**src/rtl/armleosoc_simple2axi_converter.sv**
```systemverilog
// armleosoc_simple2axi_converter: bridges a single-outstanding simple request port onto one 32-bit AXI4 host.
// Every AXI transfer is a single beat; write wins over a simultaneous read.
module armleosoc_simple2axi_converter #(
    parameter int ADDR_WIDTH = 34,
    parameter int ID_WIDTH = 4,
    parameter logic [ID_WIDTH-1:0] AXI_ID = '0
) (
    input  logic clk,
    input  logic rst_n,
    input  logic [ADDR_WIDTH-1:0] address,
    input  logic write,
    input  logic read,
    input  logic [31:0] write_data,
    input  logic [3:0] write_byteenable,
    output logic ready,
    output logic done,
    output logic [31:0] read_data,
    output logic address_error,
    output logic access_error,
    output logic axi_awvalid,
    input  logic axi_awready,
    output logic [ADDR_WIDTH-1:0] axi_awaddr,
    output logic [ID_WIDTH-1:0] axi_awid,
    output logic [7:0] axi_awlen,
    output logic [2:0] axi_awsize,
    output logic [1:0] axi_awburst,
    output logic axi_awlock,
    output logic [3:0] axi_awcache,
    output logic [2:0] axi_awprot,
    output logic axi_wvalid,
    input  logic axi_wready,
    output logic [31:0] axi_wdata,
    output logic [3:0] axi_wstrb,
    output logic axi_wlast,
    input  logic axi_bvalid,
    output logic axi_bready,
    input  logic [1:0] axi_bresp,
    input  logic [ID_WIDTH-1:0] axi_bid,
    output logic axi_arvalid,
    input  logic axi_arready,
    output logic [ADDR_WIDTH-1:0] axi_araddr,
    output logic [ID_WIDTH-1:0] axi_arid,
    output logic [7:0] axi_arlen,
    output logic [2:0] axi_arsize,
    output logic [1:0] axi_arburst,
    output logic axi_arlock,
    output logic [3:0] axi_arcache,
    output logic [2:0] axi_arprot,
    input  logic axi_rvalid,
    output logic axi_rready,
    input  logic [31:0] axi_rdata,
    input  logic [1:0] axi_rresp,
    input  logic axi_rlast,
    input  logic [ID_WIDTH-1:0] axi_rid
);

    typedef enum logic [2:0] {IDLE, WRITE_ADDR_DATA, WRITE_RESP, READ_ADDR, READ_RESP} state_t;

    state_t state, next_state;
    logic [ADDR_WIDTH-1:0] addr_r;
    logic [31:0] wdata_r;
    logic [3:0] wbe_r;
    logic aw_done, w_done;
    logic aw_hs, w_hs;
    logic unused_ok;

    assign unused_ok = ^{axi_bid, axi_rid, axi_rlast};
    assign aw_hs = axi_awvalid && axi_awready;
    assign w_hs = axi_wvalid && axi_wready;

    assign axi_awaddr = addr_r;
    assign axi_araddr = addr_r;
    assign axi_wdata = wdata_r;
    assign axi_wstrb = wbe_r;
    assign axi_awid = AXI_ID;
    assign axi_arid = AXI_ID;
    assign axi_awlen = 8'd0;
    assign axi_arlen = 8'd0;
    assign axi_awsize = 3'b010;
    assign axi_arsize = 3'b010;
    assign axi_awburst = 2'b01;
    assign axi_arburst = 2'b01;
    assign axi_awlock = 1'b0;
    assign axi_arlock = 1'b0;
    assign axi_awcache = 4'd0;
    assign axi_arcache = 4'd0;
    assign axi_awprot = 3'd0;
    assign axi_arprot = 3'd0;
    assign axi_wlast = 1'b1;

    always_ff @(posedge clk or negedge rst_n) begin
        if (!rst_n)
            state <= IDLE;
        else
            state <= next_state;
    end

    always_comb begin
        next_state = state;
        case (state)
            IDLE:            next_state = write ? WRITE_ADDR_DATA : read ? READ_ADDR : IDLE;
            WRITE_ADDR_DATA: next_state = ((aw_done || aw_hs) && (w_done || w_hs)) ? WRITE_RESP : WRITE_ADDR_DATA;
            WRITE_RESP:      next_state = axi_bvalid ? IDLE : WRITE_RESP;
            READ_ADDR:       next_state = axi_arready ? READ_RESP : READ_ADDR;
            READ_RESP:       next_state = axi_rvalid ? IDLE : READ_RESP;
            default:         next_state = IDLE;
        endcase
    end

    always_comb begin
        ready = state == IDLE;
        axi_awvalid = state == WRITE_ADDR_DATA && !aw_done;
        axi_wvalid = state == WRITE_ADDR_DATA && !w_done;
        axi_bready = state == WRITE_RESP;
        axi_arvalid = state == READ_ADDR;
        axi_rready = state == READ_RESP;
    end

    // aw_done/w_done remember a finished half of the write so each valid drops independently
    always_ff @(posedge clk or negedge rst_n) begin
        if (!rst_n) begin
            addr_r <= '0;
            wdata_r <= '0;
            wbe_r <= '0;
            aw_done <= 1'b0;
            w_done <= 1'b0;
            done <= 1'b0;
            read_data <= '0;
            address_error <= 1'b0;
            access_error <= 1'b0;
        end else begin
            aw_done <= state == WRITE_ADDR_DATA && (aw_done || aw_hs);
            w_done <= state == WRITE_ADDR_DATA && (w_done || w_hs);
            done <= (state == WRITE_RESP && axi_bvalid) || (state == READ_RESP && axi_rvalid);
            if (state == IDLE && (write || read))
                addr_r <= address;
            if (state == IDLE && write) begin
                wdata_r <= write_data;
                wbe_r <= write_byteenable;
            end
            if (state == WRITE_RESP && axi_bvalid) begin
                address_error <= axi_bresp == 2'b11;
                access_error <= axi_bresp == 2'b10;
            end
            if (state == READ_RESP && axi_rvalid) begin
                read_data <= axi_rdata;
                address_error <= axi_rresp == 2'b11;
                access_error <= axi_rresp == 2'b10;
            end
        end
    end

endmodule

```
**config.mk**
```make
export PLATFORM = sky130hd
export DESIGN_NAME = armleosoc_simple2axi_converter
export DESIGN_NICKNAME = d
export VERILOG_FILES = /design/src/rtl/armleosoc_simple2axi_converter.sv
export SDC_FILE = /design/constraint.sdc
export NUM_CORES = 1
export LEC_CHECK = 0
export ABC_AREA = 1
export BUFFER_PORTS_ARGS = -buffer_cell sky130_fd_sc_hd__buf_4
export CORE_AREA = 2 2 125 127
export DETAILED_ROUTE_END_ITERATION = 6
export DIE_AREA = 0 0 127 129
export GPL_TIMING_DRIVEN = 0
export PLACE_DENSITY_LB_ADDON = 0.1
export SYNTH_ARGS = -nofsm -noshare
export SYNTH_HDL_FRONTEND = slang
export SYNTH_SLANG_ARGS = --single-unit
```
**constraint.sdc**
```tcl
create_clock -name clk -period 2.45 [get_ports clk]
set_clock_uncertainty 0.05 [all_clocks]
set_input_delay 0.49 -clock clk [delete_from_list [all_inputs] [get_ports clk]]
set_output_delay 0.49 -clock clk [all_outputs]
set_load 0.005 [all_outputs]
```
==> results.py, run 1 <==
metrics = {
    "final_layout": {
        "regArea_sq_mm": 0.00275,
        "fillers": 1509,
        "layout_commonest_cell": "buf_4",
        "instances_no_fill": 1100,
        "multi_input_area_sq_mm": 0.00147,
        "final_core_util_pct": 52.6,
        "final_cell_mix": "347 x buf_4, 154 x nand2_1, 110 x dfrtp_1",
        "area_growth_pct": 53.1,
        "diodes": 0,
        "drive_above_1_share_pct": 42.4,
        "nNetsFinal": 1031,
    },
    "clocking": {
        "clock_sinks": 110,
        "clock_latency_ns": 0.34,
        "cts_buffers": 9,
        "htreeDepth": 3,
        "cts_setup_buffers": 0,
        "ctsResizeCount": 0,
        "clk_pin_slew_ns": 0.07,
        "cts_tree": "yes",
        "root_buffer": "clkbuf_16",
        "ctsHoldBuffers": 0,
        "clockBufferDepth": 2,
    },
    "global_route": {
        "grt_antenna_before_repair": 0,
        "gr-total-overflow": 0,
        "grt_max_degree": 58,
        "grt_pass1_vias": 4336,
        "grt_pass1_wl_microns": 21800,
        "globalRouteTotalUtil_pct": 16.7,
    },
    "logic_synthesis": {
        "synth_seq_area_share_pct": 53.5,
        "ys_types": 22,
        "yosysWarnings": 0,
        "syn_area_per_cell_sq_um": 8.76,
        "synth_top_area_share_pct": 53.5,
        "synth_cells": 587,
        "ys_ff_latch": 110,
        "synthTopCellsByArea": "dfrtp_1 54%, buf_4 13%, nand2_1 11%, o21ai_0 7.9%, inv_1 5.8%",
        "synth_area_sq_mm": 0.00514,
        "synth_top_area_cell": "dfrtp_1",
    },
    "die": {
        "die-width_microns": 127,
        "io-pin-count": 320,
        "core_area_sq_mm": 0.0150,
        "start_util_pct": 34.3,
        "fp-row-count": 45,
        "die_y_microns": 129,
        "fp.dieArea_sq_mm": 0.0164,
    },
    "timing": {
        "period_share_pct": 79.9,
        "rsz0062_at_grt": "false",
        "slew_headroom_pct": 64.8,
        "tightestPinTransition_ns": 0.528,
        "fin_hold_ws_ns": 0.0405,
        "finalWorstPathRequiredPeriod_ns": 1.96,
        "maxSlewViolCount": 0,
        "fin_tns_setup_ns": 0,
        "max_clock_freq_mhz": 511,
        "finalSetupViolCount": 0,
        "hold_viol": 0,
    },
    "worst_setup_path": {
        "crit_slowest_cell": "dfrtp_1",
        "crit_arrival_ns": 1.42,
        "worst-setup-path-type": "reg -> out",
        "cp_max_fo": 7,
        "crit_path_frequent_cell": "nor2_1",
        "cp_data_required_time_ns": 1.91,
        "crit_chain": "nor2_1 -> nand2_1 -> nor2_1 -> buf_4",
        "reg2regPathDepth": 7,
        "critPathLaunchType": "flip-flop",
        "cp-end-kind": "output port",
        "r2r-start": "state[1]$_DFF_PN0_",
        "r2r_setup_slack_ns": 0.87,
        "crit_path_max_incr_delay_ns": 0.51,
        "rr_endpoint": "axi_wdata[28]$_DFFE_PN0P_",
    },
    "route": {
        "ant_nets": 0,
        "finalWirelength_microns": 14000,
        "post-route-drc-count": 0,
        "vias": 4533,
        "drtIter0Drc": 194,
        "dr.pass1.iters": 4,
        "detail_route.wl_per_cell_microns": 12.7,
        "viasPerCell": 4.12,
    },
    "pwr": {
        "p_sw_share_pct": 32.9,
        "comb_power_share_pct": 45.2,
        "power.internal_w": 0.00590,
        "vdd.ir_drop.worst_mv": 0.544,
        "seq_power_share_pct": 36.3,
        "power_density_mw_per_mm2": 1120,
        "power_leakage_nw": 4.57,
        "p_clk_share_pct": 18.5,
        "p_sw_w": 0.00289,
    },
    "placed_design": {
        "dp_hpwl_microns": 10900,
        "io_buffers": 259,
        "gp_congestion": 0.742,
        "dp_cells": 1084,
    },
    "run": {
        "cap_violations": 0,
    },
    "status": {
        "status": "finished clean",
    },
    "hold_path": {
        "holdCritPathClass": "in -> async",
    },
}
-- layer usage --
layer	up-vias	global-route usage, %	wire, microns
met5	-	0	0
met4	0	6.98	354
met3	23	3.91	894
met2	174	27.9	6820
met1	2044	20.9	5940
li1	2292	-	-
-- worst max-delay path: cells and delay by family (launching register included) --
| kind | cells | cell delay (ns) |
|---|---|---|
| flip-flops | 1 | 0.51 |
| AND/OR/NAND/NOR | 3 | 0.43 |
| buffers and inverters | 1 | 0.13 |
-- cell type report --
type / instances / area share [%]
Buffer: 109 / 10.0
Clock buffer: 13 / 3.43
Clock inverter: 3 / 0.826
Inverter: 83 / 3.99
Multi-Input combinational cell: 334 / 18.7
Sequential cell: 110 / 35.0
Tap cell: 188 / 2.99
Timing Repair Buffer: 260 / 25.1
-- how the worst max path moves through the flow --
stage / startpoint / end / slack [ns] / depth (start not counted)
4_1_cts: state[2]$_DFF_PN0_ / axi_awvalid / 0.46 / 4
3_3_place_gp: rst_n / axi_wdata[19]$_DFFE_PN0P_ / 0.57 / 1
2_1_floorplan: state[2]$_DFF_PN0_ / axi_awvalid / 1.06 / 3
3_5_place_dp: write / axi_wdata[21]$_DFFE_PN0P_ / 0.74 / 6
5_1_grt: state[2]$_DFF_PN0_ / axi_awvalid / 0.35 / 4
6_report: state[2]$_DFF_PN0_ / axi_awvalid / 0.49 / 4
-- flip-flops by register name, summed over array words and instances (netlist names) --
signal and cells:
read_data 32, access_error 1, done 1, state 3, w_done 1, axi_wstrb 4
address_error 1, axi_wdata 32, aw_done 1, axi_araddr 34
-- power groups by stage --
stage | logic (W) | clock network [W] | registers (W)
2_1_floorplan | 0.00172 | 0 | 0.00320
3_3_place_gp | 0.00402 | 0 | 0.00320
3_5_place_dp | 0.00406 | 0 | 0.00322
4_1_cts | 0.00405 | 0.00168 | 0.00321
5_1_grt | 0.00444 | 0.00175 | 0.00331
6_report | 0.00397 | 0.00163 | 0.00319
-- cell usage after synthesis --
cell	count
dfrtp_1	110
o21ai_1	21
buf_6	5
buf_4	89
nor2_8	2
o21ai_0	81
conb_1	2
inv_4	1
buf_2	5
buf_1	1
nand3_2	1
a21oi_1	3
nor2_4	1
nor2_1	5
nand2_1	154
inv_1	79
clkbuf_1	9
nand4_1	3
o21ai_2	5
inv_2	3
nand3_1	6
nor2b_1	1
-- logic make-up (layout without fill, tap and decap cells) --
family                 count (synthesis)  after routing  synth area share, %
AO/OA/AOI/OAI                        110            110                 11.1
flip-flops                           110            110                 53.5
buffers and inverters                192            468                 21.4
AND/OR/NAND/NOR                      173            173                 13.9
other                                  2             51                0.146
-- metrics by stage --
stage / power [W] / setup slack [ns] / cell area [sq um]
after floorplan: 0.00492 / 1.06 / 5330
after global placement: 0.00722 / 0.565 / 7510
after detailed placement: 0.00728 / 0.742 / 7540
after CTS: 0.00894 / 0.455 / 7870
after global routing: 0.00950 / 0.354 / 7870
final: 0.00879 / 0.492 / 7870
(Power assumes the default switching activity.)
==> run 2, diff against run 1 <==
- ABC_AREA: 1 -> 0
- clock period: 2.45 -> 1.74 ns (I/O delays scaled with it)
==> results.py, run 2 <==
metrics = {
    "pwr": {
        "power_leakage_nw": 4.24,
        "p_sw_share_pct": 27.8,
        "power.internal_w": 0.00983,
        "power_density_mw_per_mm2": 1680,
        "comb_power_share_pct": 49.8,
        "p_sw_w": 0.00379,
        "p_clk_share_pct": 16.6,
        "seq_power_share_pct": 33.6,
        "vdd.ir_drop.worst_mv": 0.612,
    },
    "timing": {
        "hold_viol": 0,
        "tightestPinTransition_ns": 0.574,
        "maxSlewViolCount": 0,
        "max_clock_freq_mhz": 575,
        "fin_tns_setup_ns": 0,
        "period_share_pct": 99.9,
        "finalSetupViolCount": 0,
        "finalWorstPathRequiredPeriod_ns": 1.74,
        "rsz0062_at_grt": "true",
        "slew_headroom_pct": 61.7,
    },
    "logic_synthesis": {
        "syn_area_per_cell_sq_um": 14.6,
        "synth_flop_cell": "dfrtp_1",
        "synth_top_area_cell": "dfrtp_1",
        "async_flop_share_pct": 100,
        "synth_cells": 351,
        "synth_area_sq_mm": 0.00512,
        "ys_types": 28,
        "yosysWarnings": 0,
        "synth_edf_count": 0,
        "yosysMostFrequentCell": "dfrtp_1",
        "synth_top_area_share_pct": 53.8,
        "synth_seq_area_share_pct": 53.8,
        "synthTopCellsByArea": "dfrtp_1 54%, mux2_2 16%, buf_4 12%, mux2_4 8.8%, buf_6 2.4%",
        "synth_common_cells": "110 x dfrtp_1, 85 x buf_4, 74 x mux2_2",
        "ys_ff_latch": 110,
    },
    "clocking": {
        "htreeDepth": 3,
        "clock_sinks": 110,
        "root_buffer": "clkbuf_16",
        "cts_buffers": 9,
        "cts_tree": "yes",
        "clk_pin_slew_ns": 0.08,
        "clockBufferDepth": 2,
        "clock_latency_ns": 0.34,
    },
    "route": {
        "detail_route.wl_per_cell_microns": 14.5,
        "ant_nets": 0,
        "drtIter0Drc": 72,
        "finalWirelength_microns": 12800,
        "dr.pass1.iters": 3,
        "post-route-drc-count": 0,
        "vias": 3639,
        "viasPerCell": 4.13,
    },
    "die": {
        "core_area_sq_mm": 0.0150,
        "io-pin-count": 320,
        "die_y_microns": 129,
        "start_util_pct": 34.2,
        "fp.dieArea_sq_mm": 0.0164,
        "fp-row-count": 45,
        "die-width_microns": 127,
    },
    "worst_setup_path": {
        "worst-setup-path-type": "reg -> reg",
        "reg2regPathDepth": 5,
        "crit_arrival_ns": 1.91,
        "cp_data_required_time_ns": 1.91,
        "cp_max_fo": 10,
        "cp-end-kind": "flip-flop",
        "critPathLaunchType": "flip-flop",
        "r2r-start": "state[0]$_DFF_PN0_",
        "r2r_setup_slack_ns": 0.002,
        "rr_endpoint": "read_data[1]$_DFFE_PN0P_",
    },
    "final_layout": {
        "largest_reg_flops": 34,
        "diodes": 0,
        "fin_area_sq_mm": 0.00810,
        "area_growth_pct": 58.3,
        "final_cell_mix": "356 x buf_4, 109 x dfrtp_1, 57 x mux2_2",
        "nNetsFinal": 812,
        "drive_above_1_share_pct": 73.0,
        "layout_commonest_cell": "buf_4",
    },
    "placed_design": {
        "gp_congestion": 0.798,
        "io_buffers": 259,
        "dp_hpwl_microns": 9860,
        "dpl_cell_area_sq_mm": 0.00751,
    },
    "global_route": {
        "gr-total-overflow": 0,
        "globalRouteTotalUtil_pct": 14.8,
        "grt_pass1_wl_microns": 18800,
        "grt_max_degree": 69,
        "grt_pass1_vias": 3520,
        "grt_antenna_before_repair": 0,
    },
    "run": {
        "cap_violations": 0,
    },
    "hold_path": {
        "holdCritStartpoint": "axi_rdata[24]",
        "holdCritPathClass": "in -> reg",
        "hold_path_depth": 2,
        "whs_endpoint": "read_data[24]$_DFFE_PN0P_",
    },
    "status": {
        "status": "finished clean",
    },
}
==> run 2: cell type report <==
type                    instances  area (sq um)
repair buffers                277          2130
clock inverters                 5          81.3
multi-input cells             189          1800
clock buffers                  11           253
flip-flops and latches        110          2750
fillers                      1325          6870
plain buffers                  99           837
inverters                       2          7.51
well taps                     188           235
==> run 2: power by group through the flow <==
| stage | Clock (W) | Sequential [W] | Combinational [W] |
|---|---|---|---|
| 2_1_floorplan | 0 | 0.00459 | 0.00309 |
| 3_3_place_gp | 0 | 0.00457 | 0.00632 |
| 3_5_place_dp | 0 | 0.00462 | 0.00640 |
| 4_1_cts | 0.00233 | 0.00458 | 0.00659 |
| 5_1_grt | 0.00246 | 0.00476 | 0.00726 |
| 6_report | 0.00226 | 0.00457 | 0.00678 |
==> run 2: worst max-delay path: stages (launching register included) <==
cell and delay (ns):
dfrtp_1 0.42, buf_6 0.16, nor4bb_4 0.29, buf_6 0.19, buf_6 0.16, mux2_2 0.35
==> run 2: worst max path at each step <==
| stage | start | to | depth (start not counted) |
|---|---|---|---|
| 2_1_floorplan | state[1]$_DFF_PN0_ | axi_wdata[10]$_DFFE_PN0P_ | 6 |
| 3_3_place_gp | state[2]$_DFF_PN0_ | axi_araddr[21]$_DFFE_PN0P_ | 5 |
| 3_5_place_dp | state[2]$_DFF_PN0_ | axi_araddr[27]$_DFFE_PN0P_ | 5 |
| 4_1_cts | state[1]$_DFF_PN0_ | axi_araddr[0]$_DFFE_PN0P_ | 6 |
| 5_1_grt | state[2]$_DFF_PN0_ | axi_araddr[15]$_DFFE_PN0P_ | 5 |
| 6_report | state[0]$_DFF_PN0_ | read_data[1]$_DFFE_PN0P_ | 5 |
==> run 2: timing repair <==
item | CTS | global route
setup endpoints to repair | 46 | 99
hold buffers | 1 | 0
buffers inserted | 4 | 11
resized for setup | 11 | 21
pin swaps | 1 | 3
hold endpoints to repair | 42 | 0
cloned | 0 | 1
==> run 2: routing by layer <==
metal,track usage [%],vias to the layer above,share of wire (%)
met3,2.95,13,7.1
met4,6.33,0,1.8
met5,0,-,0
li1,-,1721,-
met1,17.0,1748,37
met2,27.0,157,54
==> run 2: metrics by stage <==
stage / total power, W / setup WS, ns / hold slack (ns) / util (%) / cells
4_1_cts: 0.0135 / -0.0383 / 0.162 / 52.9 / 869
3_3_place_gp: 0.0109 / -0.0698 / 0.444 / 49.9 / 847
3_5_place_dp: 0.0110 / -0.0917 / 0.336 / 50.1 / 848
2_1_floorplan: 0.00769 / 0.126 / 0.00241 / - / 400
6_report: 0.0136 / 0.00151 / 0.179 / 54.1 / 881
5_1_grt: 0.0145 / -0.0749 / 0.161 / 54.1 / 881
==> run 2: cell families (layout without fill, tap and decap cells) <==
group	count (synthesis)	after routing	synth area share (%)
AOI/OAI and AO/OA	7	7	1.15
buffers and inverters	101	394	16.2
DFF	110	110	53.8
muxes	107	107	25.7
other	2	51	0.147
and+or+nand+nor	24	24	3.03
